===== src/rtl/ws2812b_frame_sched.sv =====
// Frame scheduler for the WS2812B pixel driver: one start per frame period, reset-gap enforcement,
// double-buffer bank swapping. Define WS2812B_SCHED_TIMEOUT_EN to add the busy/done watchdog and err.
module ws2812b_frame_sched #(
  parameter int FRAME_CLKS   = 400000,
  parameter int GAP_CLKS     = 1200,
  parameter int TIMEOUT_CLKS = 16000000
) (
  input  logic       clk,
  input  logic       rst,
  input  logic       enable,
  input  logic [8:0] leds_cfg,
  input  logic       wr_done,
  input  logic       tx_busy,
  output logic       start,
  output logic       bank,
  output logic [8:0] leds,
  output logic       wr_bank,
  output logic       swap_ack,
  output logic       active,
`ifdef WS2812B_SCHED_TIMEOUT_EN
  output logic       err,
`endif
  output logic [7:0] overrun_cnt
);

  typedef enum logic [2:0] {IDLE, START, WAIT_BUSY, WAIT_DONE, GAP} state_t;

  state_t      state;
  logic [23:0] frame_cnt;
  logic [31:0] gap_cnt;
  logic        disp_bank;
  logic        swap_pend;
  logic        frame_tick;
  logic        launch;
  logic        pend_now;
`ifdef WS2812B_SCHED_TIMEOUT_EN
  logic [31:0] wd_cnt;
`endif

  assign frame_tick = (frame_cnt == 24'(FRAME_CLKS - 1));
  assign launch     = frame_tick && enable && (leds_cfg != 9'd0) && (state == IDLE);
  // Outputs are registered, so the swap decision is taken on the launch edge using the value
  // swap_pend will hold during START; a wr_done during START re-arms it for the next frame.
  assign pend_now   = swap_pend | wr_done;
  assign wr_bank    = ~disp_bank;

  always_ff @(posedge clk) begin
    if (rst) begin
      state       <= IDLE;
      frame_cnt   <= '0;
      gap_cnt     <= '0;
      disp_bank   <= 1'b0;
      swap_pend   <= 1'b0;
      start       <= 1'b0;
      bank        <= 1'b0;
      leds        <= '0;
      swap_ack    <= 1'b0;
      active      <= 1'b0;
      overrun_cnt <= '0;
`ifdef WS2812B_SCHED_TIMEOUT_EN
      wd_cnt      <= '0;
      err         <= 1'b0;
`endif
    end else begin
      start     <= 1'b0;
      swap_ack  <= 1'b0;
      swap_pend <= pend_now;
      frame_cnt <= frame_tick ? '0 : frame_cnt + 24'd1;

      if (frame_tick && (state != IDLE) && (overrun_cnt != 8'hFF))
        overrun_cnt <= overrun_cnt + 8'd1;

      case (state)
        IDLE: begin
          if (launch) begin
            state  <= START;
            start  <= 1'b1;
            active <= 1'b1;
            leds   <= (leds_cfg > 9'd256) ? 9'd256 : leds_cfg;
            if (pend_now) begin
              disp_bank <= ~disp_bank;
              bank      <= ~disp_bank;
              swap_ack  <= 1'b1;
              swap_pend <= 1'b0;
            end else begin
              bank <= disp_bank;
            end
          end
        end
        START: begin
          state <= WAIT_BUSY;
`ifdef WS2812B_SCHED_TIMEOUT_EN
          // Counts waiting cycles inclusively, so err rises TIMEOUT_CLKS cycles after start.
          wd_cnt <= 32'd1;
`endif
        end
        WAIT_BUSY: if (tx_busy) state <= WAIT_DONE;
        WAIT_DONE: begin
          if (!tx_busy) begin
            state   <= GAP;
            gap_cnt <= '0;
          end
        end
        GAP: begin
          if (gap_cnt == 32'(GAP_CLKS - 1)) begin
            state  <= IDLE;
            active <= 1'b0;
          end else begin
            gap_cnt <= gap_cnt + 32'd1;
          end
        end
        default: begin
          state  <= IDLE;
          active <= 1'b0;
        end
      endcase

`ifdef WS2812B_SCHED_TIMEOUT_EN
      if (state == WAIT_BUSY || state == WAIT_DONE) begin
        if (wd_cnt >= 32'(TIMEOUT_CLKS - 1)) begin
          err     <= 1'b1;
          state   <= GAP;
          gap_cnt <= '0;
        end else begin
          wd_cnt <= wd_cnt + 32'd1;
        end
      end
`endif
    end
  end

endmodule

===== config.mk =====
export PLATFORM = sky130hd
export DESIGN_NAME = ws2812b_frame_sched
export DESIGN_NICKNAME = d
export VERILOG_FILES = /design/src/rtl/ws2812b_frame_sched.sv
export SDC_FILE = /design/constraint.sdc
export NUM_CORES = 1
export LEC_CHECK = 0
export BUFFER_PORTS_ARGS = -buffer_cell sky130_fd_sc_hd__buf_4
export CAP_MARGIN = 25
export CORE_MARGIN = 2
export CORE_UTILIZATION = 59
export DETAILED_ROUTE_END_ITERATION = 8
export GPL_TIMING_DRIVEN = 0
export PLACE_DENSITY = 0.88
export SETUP_SLACK_MARGIN = 0.1
export SYNTH_ARGS = -nofsm -noshare
export SYNTH_HDL_FRONTEND = slang
export SYNTH_SLANG_ARGS = --single-unit
export TNS_END_PERCENT = 10

===== constraint.sdc =====
create_clock -name clk -period 2.3 [get_ports clk]
set_input_delay 0.23 -clock clk [delete_from_list [all_inputs] [get_ports clk]]
set_output_delay 0.23 -clock clk [all_outputs]
set_load 0.005 [all_outputs]

==> results of run 1 <==
==> layout make-up <==
type / count / area [um^2] / share of cell area
plain buffers: 14 / 61.31 / 0.01385
clock buffers: 10 / 137.6 / 0.03108
clock inverters: 5 / 103.9 / 0.02345
inverters: 7 / 26.28 / 0.005934
multi-input cells: 328 / 2083 / 0.4705
flip-flops and latches: 81 / 1627 / 0.3673
well taps: 77 / 96.34 / 0.02176
repair buffers: 39 / 292.8 / 0.06612
==> synth_stat cells (6+ instances only) <==
cell type  instances
xnor2_1            9
nand3_1           17
a21oi_1           30
xor2_1            29
nor3_1             9
or4_1              6
nor4_1            12
nor2_1            63
clkbuf_1          11
or3_1             11
and3_1             6
o21ai_0           14
dfxtp_1           81
and4_1            10
nand4_1           21
inv_1              7
nand2b_1          11
nand3b_1           9
nand2_1           27
==> path summary, 6_finish.rpt <==
kind,start,end,slack (ns)
hold reg to reg,frame_cnt[0],frame_cnt[0],0.46
setup reg to reg,frame_cnt[7],overrun_cnt[4],0.13
setup / recovery,frame_cnt[7],overrun_cnt[4],0.13
hold / removal,leds_cfg[6],leds[6],0.16
==> what timing repair did <==
item	4_1_cts	5_1_grt
cloned	0	0
pin swaps	0	5
endpoints found under the setup margin	19	44
gates resized for setup	1	22
setup buffers	0	4
==> registers in the layout (all words and copies together) (netlist names) <==
name         flops
start            1
overrun_cnt      8
leds             9
gap_cnt         32
active           1
swap_ack         1
disp_bank        1
state            3
swap_pend        1
frame_cnt       24
==> logic make-up after synthesis <==
group,after synthesis,synth area share
AND/OR/NAND/NOR,220,0.3297
flip-flops,81,0.4337
AO/OA/AOI/OAI,62,0.1007
XOR/XNOR,38,0.08902
buffers and inverters,22,0.02276
multiplexers,5,0.01406
adder cells (fa/ha/maj),3,0.01004
==> tightest hold or removal path: cells and delay by family <==
| family | cells | cell delay, ns |
|---|---|---|
| AND/OR/NAND/NOR | 1 | 0.07 |
| buffers and inverters | 1 | 0.11 |
| AO/OA/AOI/OAI | 1 | 0.06 |
==> routing by layer <==
layer | vias to the layer above | share of wire | GRT usage
met5 | - | 0 | 0
li1 | 1644 | - | -
met2 | 95 | 0.49 | 0.4175
met1 | 1574 | 0.44 | 0.3138
met4 | 0 | 0.018 | 0.1188
met3 | 14 | 0.048 | 0.04550
==> power breakdown <==
group	internal, mW	total (mW)	switching [mW]	leakage [nW]
Clock	0.745	1.25	0.509	0.122
Sequential	1.41	1.41	0.00465	0.655
Combinational	0.0319	0.0756	0.0436	0.834
Total	2.18	2.74	0.558	1.61
==> stage by stage <==
stage,worst slack (ns),hold WS [ns]
finish,0.1333,0.1560
global route,0.04860,0.1549
CTS,0.03788,0.1473
detailed placement,-0.1623,0.4472
global placement,-0.09844,0.4343
floorplan,0.3295,0.3772
==> impl_metrics.csv, run 1 <==
group,metric,value,unit
status,run_status,"complete, no violations",
layout,final_util,0.7095,
layout,instances_no_fill,561,
synth,synth_top_cell_by_area,"dfxtp_1",
drt,ant_nets,0,
synth,synth_nets,448,
synth,yosys_warnings,0,
cts,cts_made_buffers,9,
worst_setup_path,critical_path_depth,6,
cts,cts_max_level,3,
drt,first_pass_iters,5,
drt,drc_errors,0,
worst_setup_path,worst_path_most_repeated_cell,"nand4_1",
placement,port_buffers,35,
worst_setup_path,crit_buf_inv,1,
worst_setup_path,rr_worst_depth,6,
drt,vias_per_cell,5.930,
floorplanning,core_area,0.006241,mm^2
power_and_ir_drop,p_leak,1.612,nW
worst_setup_path,worst_setup_path_start_kind,"flop",
synth,seq_area_frac_synth,0.4337,
drt,routed_wirelength,8572,um
sta,fin_crit_sh,0.9420,
placement,dp_cells,543,
synth,synth_edf_count,0,
sta,slew_violations,0,
layout,post-route-cell-area,0.004428,mm^2
cts,clkTransAtPathRegs,0.08,ns
grt,grt_pass1_wl,14370,um
floorplanning,die_x,83.60,um
placement,dp_hpwl,5833,um
grt,grt-ovfl-total,0,
worst_setup_path,crit_required,2.55,ns
layout,final_nets,497,
synth,syn_area,0.003739,mm^2
cts,cts_tree,"yes",
worst_hold_path,min_path_type,"in2reg",
worst_setup_path,crit_path_cell_trace,"nor4_2 > nand4_1 > buf_4 > nor4_4 > nand4_1 > mux2_2",
worst_setup_path,crit_type,"reg2reg",
synth,yosysUniqueCellTypes,47,
drt,drt_iter0_markers,207,
cts,cts_hold_buffers,0,
synth,syn_inst,431,
worst_setup_path,crit_path_top_delay_cell,"nor4_4",
sta,layout_min_cycle_time,2.167,ns
grt,grt_use_total,0.2505,
drt,vias,3327,
cts,root_buffer,"clkbuf_8",
worst_setup_path,arrival,2.41,ns
worst_hold_path,worstHoldPathCells,3,
layout,layout-drive-gt1-share,0.1860,
worst_setup_path,worst-path-max-fanout,10,
sta,fin_skew,0.01255,ns
layout,nFillCells,459,
grt,grt_max_degree,14,
floorplanning,rows,29,
grt,antenna_found_initial,0,
cts,clkLatencyLatePin,0.36,ns
synth,avgSynthCellArea,8.674,um^2
synth,async_flop_share,0,
sta,hold_viol_final,0,
sta,setup_viol,0,
floorplanning,die_area,0.006989,mm^2
floorplanning,start_util,0.5990,
worst_setup_path,critPathCaptureType,"flop",
sta,fin_tns_setup,0,ns
sta,slew_headroom,0.6001,
synth,ys.flop_type,"dfxtp_1",
floorplanning,die_h,83.60,um
power_and_ir_drop,power_density,619.1,mW/mm^2
power_and_ir_drop,ir_worst_vdd,0.0005302,V
layout,syn2layout_area_growth,18.44,%
grt,first_global_vias,3146,
sta,max_freq,461.5,MHz
job,maxCapViolCount,0,
floorplanning,io-pin-count,36,
synth,yosys.area.top_type_share,0.4337,
sta,rsz0062_at_grt,"yes",
drt,wl_per_cell,15.28,um
synth,ys_ff_latch,81,
layout,diodes,0,
placement,routabilityCongestion,0.8708,
layout,layout_common_cells,"dfxtp_1, nor2_1, buf_4, a21oi_1, xor2_1",
placement,place_area,0.004098,mm^2
cts,clockBufferDepth,2,
worst_setup_path,cpLargestDelayFamily,"simple AND/OR/NAND/NOR gates",
cts,cts.sinks,81,
sta,worst_pin_slew,0.5954,ns
power_and_ir_drop,total_power,2.741,mW
worst_setup_path,critPathMaxStageDelay,0.58,ns
layout,layout_commonest_cell,"dfxtp_1",
synth,synth.top_cells.by_area,"dfxtp_1, xor2_1, nor2_1",
Note: power is estimated with default switching activity, not from simulation.
==> run 2, diff against run 1 <==
Settings changed: PLACE_DENSITY 0.88 to 0.9, RECOVER_POWER set to 25.
==> run 2 against run 1 <==
Utilization rose by 0.16 points. Via count increased by 3.7%. Fmax decreased by 1.4%. Register-to-register slack got worse by 0.03 ns. Clock power about the same. Design area increased by 0.23%. Worst hold slack improved by 0.0033 ns. Flip-flop and latch count is the same. Cell count rose by 0.36%. Sequential power about the same. Critical path type unchanged. Largest power group unchanged.
==> impl_metrics.csv, run 2 (synthesis gave the netlist of run 1 again) <==
group,metric,value,unit
power_and_ir_drop,p_seq_frac,0.513,
power_and_ir_drop,p_leak,1.601,nW
worst_setup_path,crit_path_top_delay_cell,"nor4_4",
worst_setup_path,critPathMaxStageDelay,0.60,ns
power_and_ir_drop,power_density,619.1,mW/mm^2
drt,routed_wirelength,9029,um
sta,fin_crit_sh,0.9554,
cts,cts_hold_buffers,0,
worst_setup_path,critPathCaptureType,"flop",
layout,syn2layout_area_growth,18.71,%
drt,drc_errors,0,
placement,place_area,0.004098,mm^2
worst_setup_path,crit_type,"reg2reg",
cts,cts.sinks,81,
worst_setup_path,crit_buf_inv,1,
sta,max_freq,455.1,MHz
worst_setup_path,crit_required,2.55,ns
drt,drt_iter0_markers,270,
placement,dp_hpwl,5994,um
layout,max_flop_register,"gap_cnt",
sta,worst_pin_slew,0.6157,ns
status,run_status,"complete, no violations",
grt,antenna_found_initial,0,
worst_hold_path,min_path_type,"in2reg",
drt,vias,3450,
sta,slew_headroom,0.5864,
layout,post-route-cell-area,0.004438,mm^2
layout,top_regs,"gap_cnt: 32 flops, frame_cnt: 24 flops, leds: 9 flops",
layout,layout_commonest_cell,"dfxtp_1",
cts,cts_tree,"yes",
power_and_ir_drop,switching_share,0.2122,
layout,diodes,0,
power_and_ir_drop,p_clk_frac,0.459,
power_and_ir_drop,switchingPower,583.2,uW
drt,wl_per_cell,16.04,um
grt,first_global_vias,3248,
cts,cts_made_buffers,9,
cts,clkLatencyLatePin,0.36,ns
cts,cts_max_level,3,
placement,routabilityCongestion,0.8438,
worst_setup_path,worst_setup_path_start_kind,"flop",
drt,vias_per_cell,6.128,
sta,setup_viol,0,
worst_setup_path,worst_path_most_repeated_cell,"nand4_1",
grt,grt-ovfl-total,0,
sta,rsz0062_at_grt,"yes",
worst_setup_path,crit_path_cell_trace,"nor4_2 > nand4_1 > buf_4 > nor4_4 > nand4_1 > mux2_2",
layout,layout-drive-gt1-share,0.1914,
worst_setup_path,cpLargestDelayFamily,"simple AND/OR/NAND/NOR gates",
floorplanning,die_h,83.60,um
cts,clkTransAtPathRegs,0.09,ns
layout,final_util,0.7111,
drt,ant_nets,0,
sta,fin_ws,0.1026,ns
sta,fin_skew,0.01587,ns
drt,first_pass_iters,6,
sta,layout_min_cycle_time,2.197,ns
grt,grt_max_degree,15,
sta,hold_viol_final,0,
cts,clockBufferDepth,2,
cts,root_buffer,"clkbuf_8",
power_and_ir_drop,ir_worst_vdd,0.0004157,V
floorplanning,rows,29,
floorplanning,io-pin-count,36,
grt,grt_use_total,0.2558,
placement,port_buffers,35,
placement,post-place-ws,-0.08372,ns
worst_setup_path,worst-path-max-fanout,10,
floorplanning,core_area,0.006241,mm^2
layout,final_nets,498,
grt,grt_pass1_wl,14750,um
floorplanning,start_util,0.5990,
layout,largest_reg_flops,32,
layout,layout_common_cells,"dfxtp_1, nor2_1, a21oi_1, xor2_1, nand2_1",
worst_setup_path,arrival,2.45,ns
floorplanning,die_x,83.60,um
sta,slew_violations,0,
job,maxCapViolCount,0,
floorplanning,die_area,0.006989,mm^2
power_and_ir_drop,power_frac_comb,0.028,
power_and_ir_drop,total_power,2.748,mW
power_and_ir_drop,internal_power,2.164,mW
[run 2: changes by cell type in the layout (fill, tap and decap cells not counted), moves of 2 or more]
cell      previous run  this run
clkbuf_4             0        23
buf_4               39        18
clkbuf_1             5         7
dfxtp_1             77        75
[run 2: final timing paths]
check,slack [ns],to,from,cells past startpoint
setup / recovery,0.10,overrun_cnt[5],frame_cnt[7],6
hold / removal,0.16,swap_ack,wr_done,3
setup reg to reg,0.10,overrun_cnt[5],frame_cnt[7],6
hold reg to reg,0.47,frame_cnt[0],frame_cnt[0],1
[run 2: area by class of cell]
type | instances | area [um^2]
fillers | 450 | 1803
multi-input cells | 328 | 2077
inverters | 7 | 26.28
flip-flops and latches | 81 | 1632
clock inverters | 6 | 115.1
plain buffers | 14 | 63.81
repair buffers | 40 | 300.3
well taps | 77 | 96.34
clock buffers | 10 | 127.6
[run 2: power by group through the flow]
stage	logic, mW	clock network [mW]	registers, mW
2_1_floorplan	0.0393	0	1.44
3_3_place_gp	0.0724	0	1.44
3_5_place_dp	0.0738	0	1.44
4_1_cts	0.0753	1.26	1.41
5_1_grt	0.0839	1.31	1.41
6_report	0.0767	1.26	1.41
[run 2: worst register-to-register path, delay by kind of cell (launching register included)]
family | cells | cell delay [ns]
muxes | 1 | 0.31
DFF | 1 | 0.37
and+or+nand+nor | 4 | 1.23
buffers and inverters | 1 | 0.19
[run 2: repair_timing]
item	in CTS	in global routing
pin swaps	2	6
endpoints found under the hold margin	0	0
resized for setup	10	15
setup endpoints to repair	45	42
buffers inserted	0	5
[run 2: through the flow]
stage | cells | hold WS (ns) | setup TNS [ns]
floorplan | 431 | 0.3772 | 0
global placement | 543 | 0.4334 | -0.2347
detailed placement | 543 | 0.4493 | -0.1976
CTS | 558 | 0.1523 | 0
global route | 563 | 0.1610 | -0.03414
finish | 563 | 0.1594 | 0
[run 2: layer usage]
layer | up-vias | global-route usage | wire (um)
met5 | - | 0 | 0
met4 | 0 | 0.08358 | 224
met3 | 29 | 0.05341 | 566
met2 | 151 | 0.4524 | 4496
met1 | 1620 | 0.3098 | 3741
li1 | 1650 | - | -
==> run 3, diff against run 2 <==
Settings changed: GPL_TIMING_DRIVEN 0 to not set, PLACE_DENSITY 0.9 to not set, PLACE_DENSITY_LB_ADDON set to 0.3.
==> run 3 against run 2 <==
Worst hold slack improved by 0.011 ns. Critical endpoint is now gap_cnt[28]. Critical path type unchanged. Utilization decreased by 1.3 points. First-iteration DRC count shrank 33%. Non-clock buffer count fell by 8. Largest power group unchanged. Critical path depth is 1 higher. Sequential power about the same. Register-to-register slack better by 0.13 ns. Combinational power decreased by 10%.
==> impl_metrics.csv, run 3 (synthesis gave the netlist of run 1 again) <==
group,metric,value,unit
layout,largest_reg_flops,32,
drt,routed_wirelength,7880,um
worst_setup_path,crit_path_cell_trace,"ha_1 > and4_1 > and3_1 > buf_4 > nand2_1 > or3_1 > a21oi_1",
power_and_ir_drop,switching_share,0.2040,
cts,root_buffer,"clkbuf_8",
layout,max_flop_register,"gap_cnt",
drt,drc_errors,0,
worst_setup_path,worst_setup_path_start_kind,"flop",
drt,first_pass_iters,4,
job,maxCapViolCount,0,
cts,clockBufferDepth,2,
placement,routabilityCongestion,0.8035,
floorplanning,die_h,83.60,um
floorplanning,core_area,0.006241,mm^2
power_and_ir_drop,ir_worst_vdd,0.0005765,V
layout,layout-drive-gt1-share,0.1653,
placement,dp_hpwl,5482,um
worst_hold_path,min_path_type,"in2reg",
placement,place_area,0.004113,mm^2
cts,cts_tree,"yes",
drt,met1_length,3457,um
sta,fin_crit_sh,0.9007,
power_and_ir_drop,p_leak,1.577,nW
power_and_ir_drop,power_density,606.0,mW/mm^2
worst_setup_path,critPathCaptureType,"flop",
drt,drt_iter0_markers,182,
worst_setup_path,crit_buf_inv,1,
floorplanning,die_x,83.60,um
floorplanning,rows,29,
floorplanning,io-pin-count,36,
layout,final_nets,490,
sta,layout_min_cycle_time,2.072,ns
grt,grt-ovfl-total,0,
floorplanning,start_util,0.5990,
power_and_ir_drop,power_frac_comb,0.026,
grt,antenna_found_initial,0,
worst_setup_path,cpLargestDelayFamily,"simple AND/OR/NAND/NOR gates",
cts,cts_max_level,3,
layout,layout_common_cells,"dfxtp_1, nor2_1, a21oi_1, xor2_1, nand2_1",
drt,ant_nets,0,
cts,cts_made_buffers,9,
power_and_ir_drop,internal_power,2.102,mW
sta,fin_tns_setup,0,ns
sta,setup_viol,0,
drt,vias_per_cell,5.859,
power_and_ir_drop,switchingPower,538.7,uW
power_and_ir_drop,p_clk_frac,0.440,
sta,fin_skew,0.008000,ns
sta,slew_headroom,0.6066,
drt,highest_layer,"met4",
worst_setup_path,critPathMaxStageDelay,0.42,ns
sta,worst_pin_slew,0.5838,ns
layout,layout_commonest_cell,"dfxtp_1",
worst_setup_path,worst-path-max-fanout,7,
power_and_ir_drop,p_seq_frac,0.534,
layout,syn2layout_area_growth,16.57,%
sta,max_freq,482.7,MHz
layout,diodes,0,
grt,first_global_vias,3004,
drt,dr_wl_met3,329,um
drt,wl_per_cell,14.20,um
grt,grt_max_degree,34,
drt,vias,3252,
layout,post-route-cell-area,0.004358,mm^2
status,run_status,"complete, no violations",
worst_setup_path,arrival,2.35,ns
sta,slew_violations,0,
placement,port_buffers,35,
cts,clkTransAtPathRegs,0.08,ns
cts,cts.sinks,81,
worst_setup_path,crit_required,2.58,ns
grt,grt_use_total,0.2247,
worst_setup_path,crit_type,"reg2reg",
floorplanning,die_area,0.006989,mm^2
grt,grt_pass1_wl,12970,um
cts,clkLatencyLatePin,0.34,ns
worst_setup_path,crit_path_top_delay_cell,"dfxtp_1",
sta,hold_viol_final,0,
layout,top_regs,"gap_cnt: 32 flops, frame_cnt: 24 flops, leds: 9 flops",
drt,wl_met2,3988,um
sta,rsz0062_at_grt,"yes",
-- run 3: tightest hold or removal path: cells and delay by family --
| kind | cells | cell delay [ns] |
|---|---|---|
| AOI/OAI and AO/OA | 1 | 0.06 |
| buffers and inverters | 1 | 0.12 |
| and+or+nand+nor | 1 | 0.06 |
-- run 3: power by group through the flow --
stage / Clock, mW / Sequential [mW] / Combinational (mW)
after floorplan: 0 / 1.44 / 0.0393
final: 1.16 / 1.41 / 0.0687
after global routing: 1.24 / 1.41 / 0.0769
after detailed placement: 0 / 1.44 / 0.0688
after CTS: 1.18 / 1.41 / 0.0694
after global placement: 0 / 1.44 / 0.0677
-- run 3: final cells by class --
type	count	area (um^2)
fill	481	1883
clock inverter	5	77.57
timing repair buffer	46	337.8
sequential	81	1622
multi-input combinational	328	2047
tap	77	96.34
clock buffer	11	151.4
inverter	7	26.28
-- run 3: final timing paths --
| path | slack (ns) | endpoint | cells after the start | startpoint |
|---|---|---|---|---|
| setup / recovery | 0.23 | gap_cnt[28] | 7 | gap_cnt[0] |
| hold / removal | 0.17 | state[0] | 3 | tx_busy |
| setup reg to reg | 0.23 | gap_cnt[28] | 7 | gap_cnt[0] |
| hold reg to reg | 0.46 | frame_cnt[0] | 1 | frame_cnt[0] |
-- run 3: timing repair --
item	CTS	global route
gates resized for setup	0	1
hold buffers	0	0
setup buffers	0	2
hold endpoints to repair	0	0
setup endpoints to repair	0	6
-- run 3: layer usage --
metal / vias to the layer above / track usage
met1: 1541 / 0.2635
li1: 1622 / -
met2: 79 / 0.3942
met3: 10 / 0.06034
met4: 0 / 0.07918
met5: - / 0
-- run 3: metrics by stage --
stage	total power, mW	hold WS, ns	utilization	worst slack (ns)	cells
after floorplan	1.482	0.3772	-	0.3295	431
after global placement	1.511	0.4348	0.6590	0.2825	537
after detailed placement	1.513	0.4442	0.6590	0.2526	537
after CTS	2.657	0.1587	0.6957	0.2606	553
after global routing	2.725	0.1606	0.6983	0.07401	555
final	2.641	0.1706	0.6983	0.2284	555
